$ cat src/rtl/step_input_pkg.sv
// Shared types and board-level constants for the push-button / run-switch input conditioner.
package step_input_pkg;

  typedef enum logic [2:0] {
    LOCKOUT     = 3'd0,
    IDLE        = 3'd1,
    PRESS_CHK   = 3'd2,
    HELD        = 3'd3,
    RELEASE_CHK = 3'd4
  } deb_state_e;

  localparam int unsigned CLK50_HZ      = 32'd50_000_000;
  localparam int unsigned DEBOUNCE_20MS = CLK50_HZ / 32'd50;
  localparam int unsigned RUN_2HZ       = CLK50_HZ / 32'd2;

  // Accepted key level: the key counts as down until its release is confirmed.
  function automatic logic is_level(input deb_state_e s);
    return (s == HELD) || (s == RELEASE_CHK);
  endfunction

endpackage

$ cat src/rtl/key_debounce.sv
// Synchronizes one active-low raw key and debounces it into a level and a one-cycle press pulse.
module key_debounce
  import step_input_pkg::*;
#(
  parameter int unsigned DEBOUNCE_CYCLES = DEBOUNCE_20MS,
  parameter int unsigned SYNC_STAGES     = 32'd2
) (
  input  logic clk50,
  input  logic reset,
  input  logic rawKey,
  output logic level,
  output logic rise
);

  localparam int unsigned CW = (DEBOUNCE_CYCLES > 32'd1) ? $clog2(DEBOUNCE_CYCLES) : 32'd1;
  localparam logic [CW-1:0] CNT_LAST = CW'(DEBOUNCE_CYCLES - 32'd1);

  logic [SYNC_STAGES-1:0] sync_q;
  logic                   pressed_s;
  deb_state_e             state_q, state_d;
  logic [CW-1:0]          cnt_q, cnt_d;
  logic                   level_q;
  logic                   rise_q, rise_d;

  // Raw key synchronizer; resets to "released" so a held key must first be seen released.
  always_ff @(posedge clk50) begin
    if (reset) begin
      sync_q <= {SYNC_STAGES{1'b1}};
    end else begin
      sync_q <= {sync_q[SYNC_STAGES-2:0], rawKey};
    end
  end

  assign pressed_s = ~sync_q[SYNC_STAGES-1];

  // Debounce next-state: every state change restarts the hold counter.
  always_comb begin
    state_d = state_q;
    cnt_d   = cnt_q;
    rise_d  = 1'b0;
    case (state_q)
      LOCKOUT: begin
        if (pressed_s) begin
          cnt_d = {CW{1'b0}};
        end else if (cnt_q == CNT_LAST) begin
          state_d = IDLE;
          cnt_d   = {CW{1'b0}};
        end else begin
          cnt_d = cnt_q + 1'b1;
        end
      end
      IDLE: begin
        if (pressed_s) begin
          state_d = PRESS_CHK;
          cnt_d   = {CW{1'b0}};
        end else begin
          cnt_d = {CW{1'b0}};
        end
      end
      PRESS_CHK: begin
        if (!pressed_s) begin
          state_d = IDLE;
          cnt_d   = {CW{1'b0}};
        end else if (cnt_q == CNT_LAST) begin
          state_d = HELD;
          cnt_d   = {CW{1'b0}};
          rise_d  = 1'b1;
        end else begin
          cnt_d = cnt_q + 1'b1;
        end
      end
      HELD: begin
        if (!pressed_s) begin
          state_d = RELEASE_CHK;
          cnt_d   = {CW{1'b0}};
        end else begin
          cnt_d = {CW{1'b0}};
        end
      end
      RELEASE_CHK: begin
        if (pressed_s) begin
          state_d = HELD;
          cnt_d   = {CW{1'b0}};
        end else if (cnt_q == CNT_LAST) begin
          state_d = IDLE;
          cnt_d   = {CW{1'b0}};
        end else begin
          cnt_d = cnt_q + 1'b1;
        end
      end
      default: begin
        state_d = LOCKOUT;
        cnt_d   = {CW{1'b0}};
      end
    endcase
  end

  // State, counter and registered outputs.
  always_ff @(posedge clk50) begin
    if (reset) begin
      state_q <= LOCKOUT;
      cnt_q   <= {CW{1'b0}};
      level_q <= 1'b0;
      rise_q  <= 1'b0;
    end else begin
      state_q <= state_d;
      cnt_q   <= cnt_d;
      level_q <= is_level(state_d);
      rise_q  <= rise_d;
    end
  end

  assign level = level_q;
  assign rise  = rise_q;

endmodule

$ cat src/rtl/step_input.sv
// Turns raw DE-board keys and the run switch into the processor step enable, peek level and run flag.
module step_input
  import step_input_pkg::*;
#(
  parameter int unsigned DEBOUNCE_CYCLES = DEBOUNCE_20MS,
  parameter int unsigned RUN_DIV         = RUN_2HZ,
  parameter int unsigned SYNC_STAGES     = 32'd2
) (
  input  logic clk50,
  input  logic reset,
  input  logic stepKey,
  input  logic peekKey,
  input  logic runMode,
  output logic stepEn,
  output logic peek,
  output logic runActive
);

  localparam int unsigned DW = (RUN_DIV > 32'd1) ? $clog2(RUN_DIV) : 32'd1;
  localparam logic [DW-1:0] DIV_LAST = DW'(RUN_DIV - 32'd1);

  logic [SYNC_STAGES-1:0] run_sync_q;
  logic                   mode_change_s;
  logic [DW-1:0]          div_q, div_d;
  logic                   step_en_q, step_en_d;
  logic                   peek_q;
  logic                   step_rise_s, step_level_s;
  logic                   peek_rise_s, peek_level_s;
  logic                   unused_ok_s;

  key_debounce #(
    .DEBOUNCE_CYCLES(DEBOUNCE_CYCLES),
    .SYNC_STAGES    (SYNC_STAGES)
  ) u_step_key (
    .clk50 (clk50),
    .reset (reset),
    .rawKey(stepKey),
    .level (step_level_s),
    .rise  (step_rise_s)
  );

  key_debounce #(
    .DEBOUNCE_CYCLES(DEBOUNCE_CYCLES),
    .SYNC_STAGES    (SYNC_STAGES)
  ) u_peek_key (
    .clk50 (clk50),
    .reset (reset),
    .rawKey(peekKey),
    .level (peek_level_s),
    .rise  (peek_rise_s)
  );

  assign unused_ok_s = step_level_s ^ peek_rise_s;

  // Run switch synchronizer.
  always_ff @(posedge clk50) begin
    if (reset) begin
      run_sync_q <= {SYNC_STAGES{1'b0}};
    end else begin
      run_sync_q <= {run_sync_q[SYNC_STAGES-2:0], runMode};
    end
  end

  assign runActive     = run_sync_q[SYNC_STAGES-1];
  // runActive is about to flip on this edge: restart the divider alongside it.
  assign mode_change_s = run_sync_q[SYNC_STAGES-1] ^ run_sync_q[SYNC_STAGES-2];

  // Step source select: auto-run divider or the debounced step key.
  always_comb begin
    div_d     = div_q;
    step_en_d = 1'b0;
    if (mode_change_s) begin
      div_d     = {DW{1'b0}};
      step_en_d = 1'b0;
    end else if (runActive) begin
      step_en_d = (div_q == DIV_LAST);
      div_d     = (div_q == DIV_LAST) ? {DW{1'b0}} : div_q + 1'b1;
    end else begin
      div_d     = {DW{1'b0}};
      step_en_d = step_rise_s;
    end
  end

  // Divider and registered outputs.
  always_ff @(posedge clk50) begin
    if (reset) begin
      div_q     <= {DW{1'b0}};
      step_en_q <= 1'b0;
      peek_q    <= 1'b0;
    end else begin
      div_q     <= div_d;
      step_en_q <= step_en_d;
      peek_q    <= peek_level_s;
    end
  end

  assign stepEn = step_en_q;
  assign peek   = peek_q;

endmodule
$ cat config.mk
export PLATFORM = sky130hd
export DESIGN_NAME = step_input
export DESIGN_NICKNAME = d
export VERILOG_FILES = /design/src/rtl/step_input_pkg.sv /design/src/rtl/key_debounce.sv /design/src/rtl/step_input.sv
export SDC_FILE = /design/constraint.sdc
export NUM_CORES = 1
export LEC_CHECK = 0
export BUFFER_PORTS_ARGS = -buffer_cell sky130_fd_sc_hd__buf_2
export CAP_MARGIN = 20
export CORE_AREA = 3 3 79 81
export DETAILED_ROUTE_END_ITERATION = 12
export DIE_AREA = 0 0 82 84
export PLACE_DENSITY = 0.81
export SLEW_MARGIN = 25
export SYNTH_ARGS = -nofsm -noshare
export SYNTH_HDL_FRONTEND = slang
export SYNTH_SLANG_ARGS = --single-unit
$ cat constraint.sdc
create_clock -name clk50 -period 4.8 [get_ports clk50]
set_input_delay 0.96 -clock clk50 [delete_from_list [all_inputs] [get_ports clk50]]
set_output_delay 0.96 -clock clk50 [all_outputs]
set_load 0.05 [all_outputs]
==> run metrics <==
placed insts 462; Tmin final 2057 ps; R2R setup slack about 2700 ps; initial DRC count 160; worst-skew pair later-pin latency about 340 ps; path depth of the worst reg2reg path 5; Antenna Cells 0; crit-path max FO 24; Core Area approximately 0.0055 mm²; maxcap violations 0; fin. max-slew vios 0; Mapped Cells 396; Residual DRC 0; Mean Syn Cell Area about 9 µm²; gr usage total between 10% and 20%; CTS buffer count 9; Area contributors post-synth dfxtp_1, xor2_1, nor2_1; reg2reg start div_q[0]; remaining antenna violation count 0; I/O Buffers 7; status completed; largest net degree at the start of global routing 25; total power about 1.2 mW; Clock transition at path regs 80 ps; tightest slew margin relative to the limit 41.15%; row cnt 27; Nets between 400 and 500; final worst-path cycle share a little over two fifths; initial antenna violation count 0; gr ovfl total 0; Yosys cell types 45; layout cells sized above 1 about a tenth; CTS max path bufs 2; Synth top area share between 40% and 50%; Layout Cells excl Fill around 480; FF/Latch Area 0.001622 mm²; Syn Nets between 400 and 500; Async SR Flop Fraction 0%; die area 0.006888 mm²; Worst Path Arrival 2260 ps; unrepaired setup endpoints after global routing no; leading area contributor after synthesis dfxtp_1; Starting Density 64.41%; Hold Path Sink u_peek_key.sync_q[1]; Filler Cell Count ~460; Hold Path Origin u_peek_key.sync_q[0]; sequential-to-total area share from yosys stat between 40% and 50%; EDFF count, synth 0; Vias about 2,600; multi-input logic area about 0.0018 mm²; Root Buffer clkbuf_8; CTS tree done; GP Congestion between 0.7 and 0.8; mapped cell area between 0.003 and 0.004 mm²; critical path type register to register; Fmax 0.4862 GHz; YS warnings 0; Setup crit start kind register; Synth Flop Type dfxtp_1; Yosys reg bits just over 80; final hold violation count 0; Layout area overhead 6.346%; routed len/inst roughly 12 µm; via/cell ratio roughly 5.5; I/O pins 8; CTS Sinks between 80 and 90; VDD IR max 0.2920 mV; Static Leak between 1 and 1.5 nW; DRT Pass-1 Iters 4; Final TNS setup 0 ps; vias in the first global route 2,454; Final Skew a little under 9 ps; die width a little over 80 µm; Post-CTS Resized 0; DIE HEIGHT ~84 µm; H-tree lvl count 3; WL final between 5000 and 6000 µm; worst-margin pin slew approximately 880 ps; # Post-CTS Setup Buffers 0; first-pass GRT wire length roughly 10,000 µm; power per standard cell area roughly 320 mW/mm²; nature of the critical path endpoint register; hold depth 1; placed wire-length estimate 4065 µm; FF-to-FF End div_q[21]; fin area 0.003795 mm²; Final Setup Violations 0; Crit path required time 5000 ps; Min-Delay Path Class register to register; Area after DPL about 0.0036 mm²; CTS hold repair buffers 0; Min Hold Slack between 400 and 500 ps
[worst max path at each step]
stage / slack, ps / startpoint / endpoint
3_3_place_gp: 2460 / reset / div_q[20]
3_5_place_dp: 2370 / reset / div_q[21]
5_1_grt: 2460 / div_q[0] / div_q[15]
6_report: 2740 / div_q[0] / div_q[21]
2_1_floorplan: 2900 / reset / u_peek_key.cnt_q[19]
4_1_cts: 2710 / div_q[0] / div_q[21]
[sequential cells by signal (all words and copies together), names as in the netlist]
signal	count
div_q	25
peek	1
run_sync_q	2
stepEn	1
u_peek_key.cnt_q	20
u_peek_key.level	1
u_peek_key.state_q	3
u_peek_key.sync_q	2
u_step_key.cnt_q	20
u_step_key.rise	1
u_step_key.state_q	3
u_step_key.sync_q	2
[layer usage]
metal  vias to the layer above  GRT usage (%)  share of wire [%]
li1                       1359              -                  -
met1                      1213          23.18                 48
met2                        29          31.08                 48
met3                         5          6.479                3.0
met4                         0          5.891                1.1
met5                         -              0                  0
[stage by stage]
| step | worst slack, ps | utilization (%) |
|---|---|---|
| after detailed placement | 2366 | 64.93 |
| after floorplan | 2905 | - |
| after global routing | 2463 | 68.50 |
| after global placement | 2462 | 64.93 |
| after CTS | 2709 | 68.50 |
| final | 2743 | 68.50 |
[cells in the final DEF (no fill, tap or decap), types with 5 or more instances in the layout]
| master | Yosys | routed |
|---|---|---|
| clkbuf_8 | 0 | 10 |
| xnor2_1 | 24 | 24 |
| buf_2 | 2 | 7 |
| xor2_1 | 36 | 36 |
| nand4_1 | 15 | 15 |
| nor4_1 | 5 | 5 |
| dfxtp_1 | 81 | 81 |
| nand3_1 | 25 | 25 |
| nand2_1 | 23 | 23 |
| nor2_1 | 78 | 78 |
| and3_1 | 12 | 12 |
| inv_1 | 10 | 10 |
| nor3_1 | 14 | 14 |
| and4_1 | 5 | 5 |
[synthesized netlist by cell type, types with 2 or more instances]
library cell / instances
inv_1: 10
or2_2: 4
and2_1: 3
nand4_1: 15
nor2_1: 78
nor4_4: 3
nor4b_1: 3
or4_4: 2
nor3_1: 14
or3_1: 3
a21oi_1: 4
nor4_1: 5
xor2_1: 36
and4_1: 5
xnor2_1: 24
buf_6: 6
clkbuf_1: 5
nand2_1: 23
nor4bb_1: 2
nor2b_1: 4
and3_1: 12
dfxtp_1: 81
nand3b_1: 2
nor2_2: 2
nand3_1: 25
ha_1: 3
o21ai_0: 3
buf_2: 2
[worst max-delay path, stage by stage, from the launching register on]
cell and delay [ps]:
dfxtp_1 380, ha_1 260, nand3_1 150, nor3_1 300, nand3b_1 700, nor2_1 120
[kinds of logic (layout without fill, tap and decap cells)]
kind of cell | count (synthesis) | count (layout) | share of synthesized area [%]
xor+xnor | 60 | 60 | 14.73
compound gates | 12 | 12 | 2.034
flops | 81 | 81 | 45.44
simple gates | 216 | 216 | 32.68
fa+ha+maj | 3 | 3 | 1.052
mux | 1 | 1 | 0.3155
buf+inv | 23 | 33 | 3.752
[where the power goes]
group | internal [mW] | switching (mW) | leakage, nW | total (mW)
sequential | 0.679 | 0.00622 | 0.655 | 0.685
combinational | 0.0113 | 0.0186 | 0.578 | 0.0299
clock | 0.255 | 0.232 | 0.0888 | 0.486
[layout make-up]
cell class	count	share of cell area, %
timing repair buffer	7	0.9232
inverter	10	0.9891
sequential	81	42.73
multi-input combinational	292	47.77
clock inverter	4	1.385
clock buffer	12	3.825
tap	72	2.374
No activity file was read; power rests on OpenSTA's default activity.
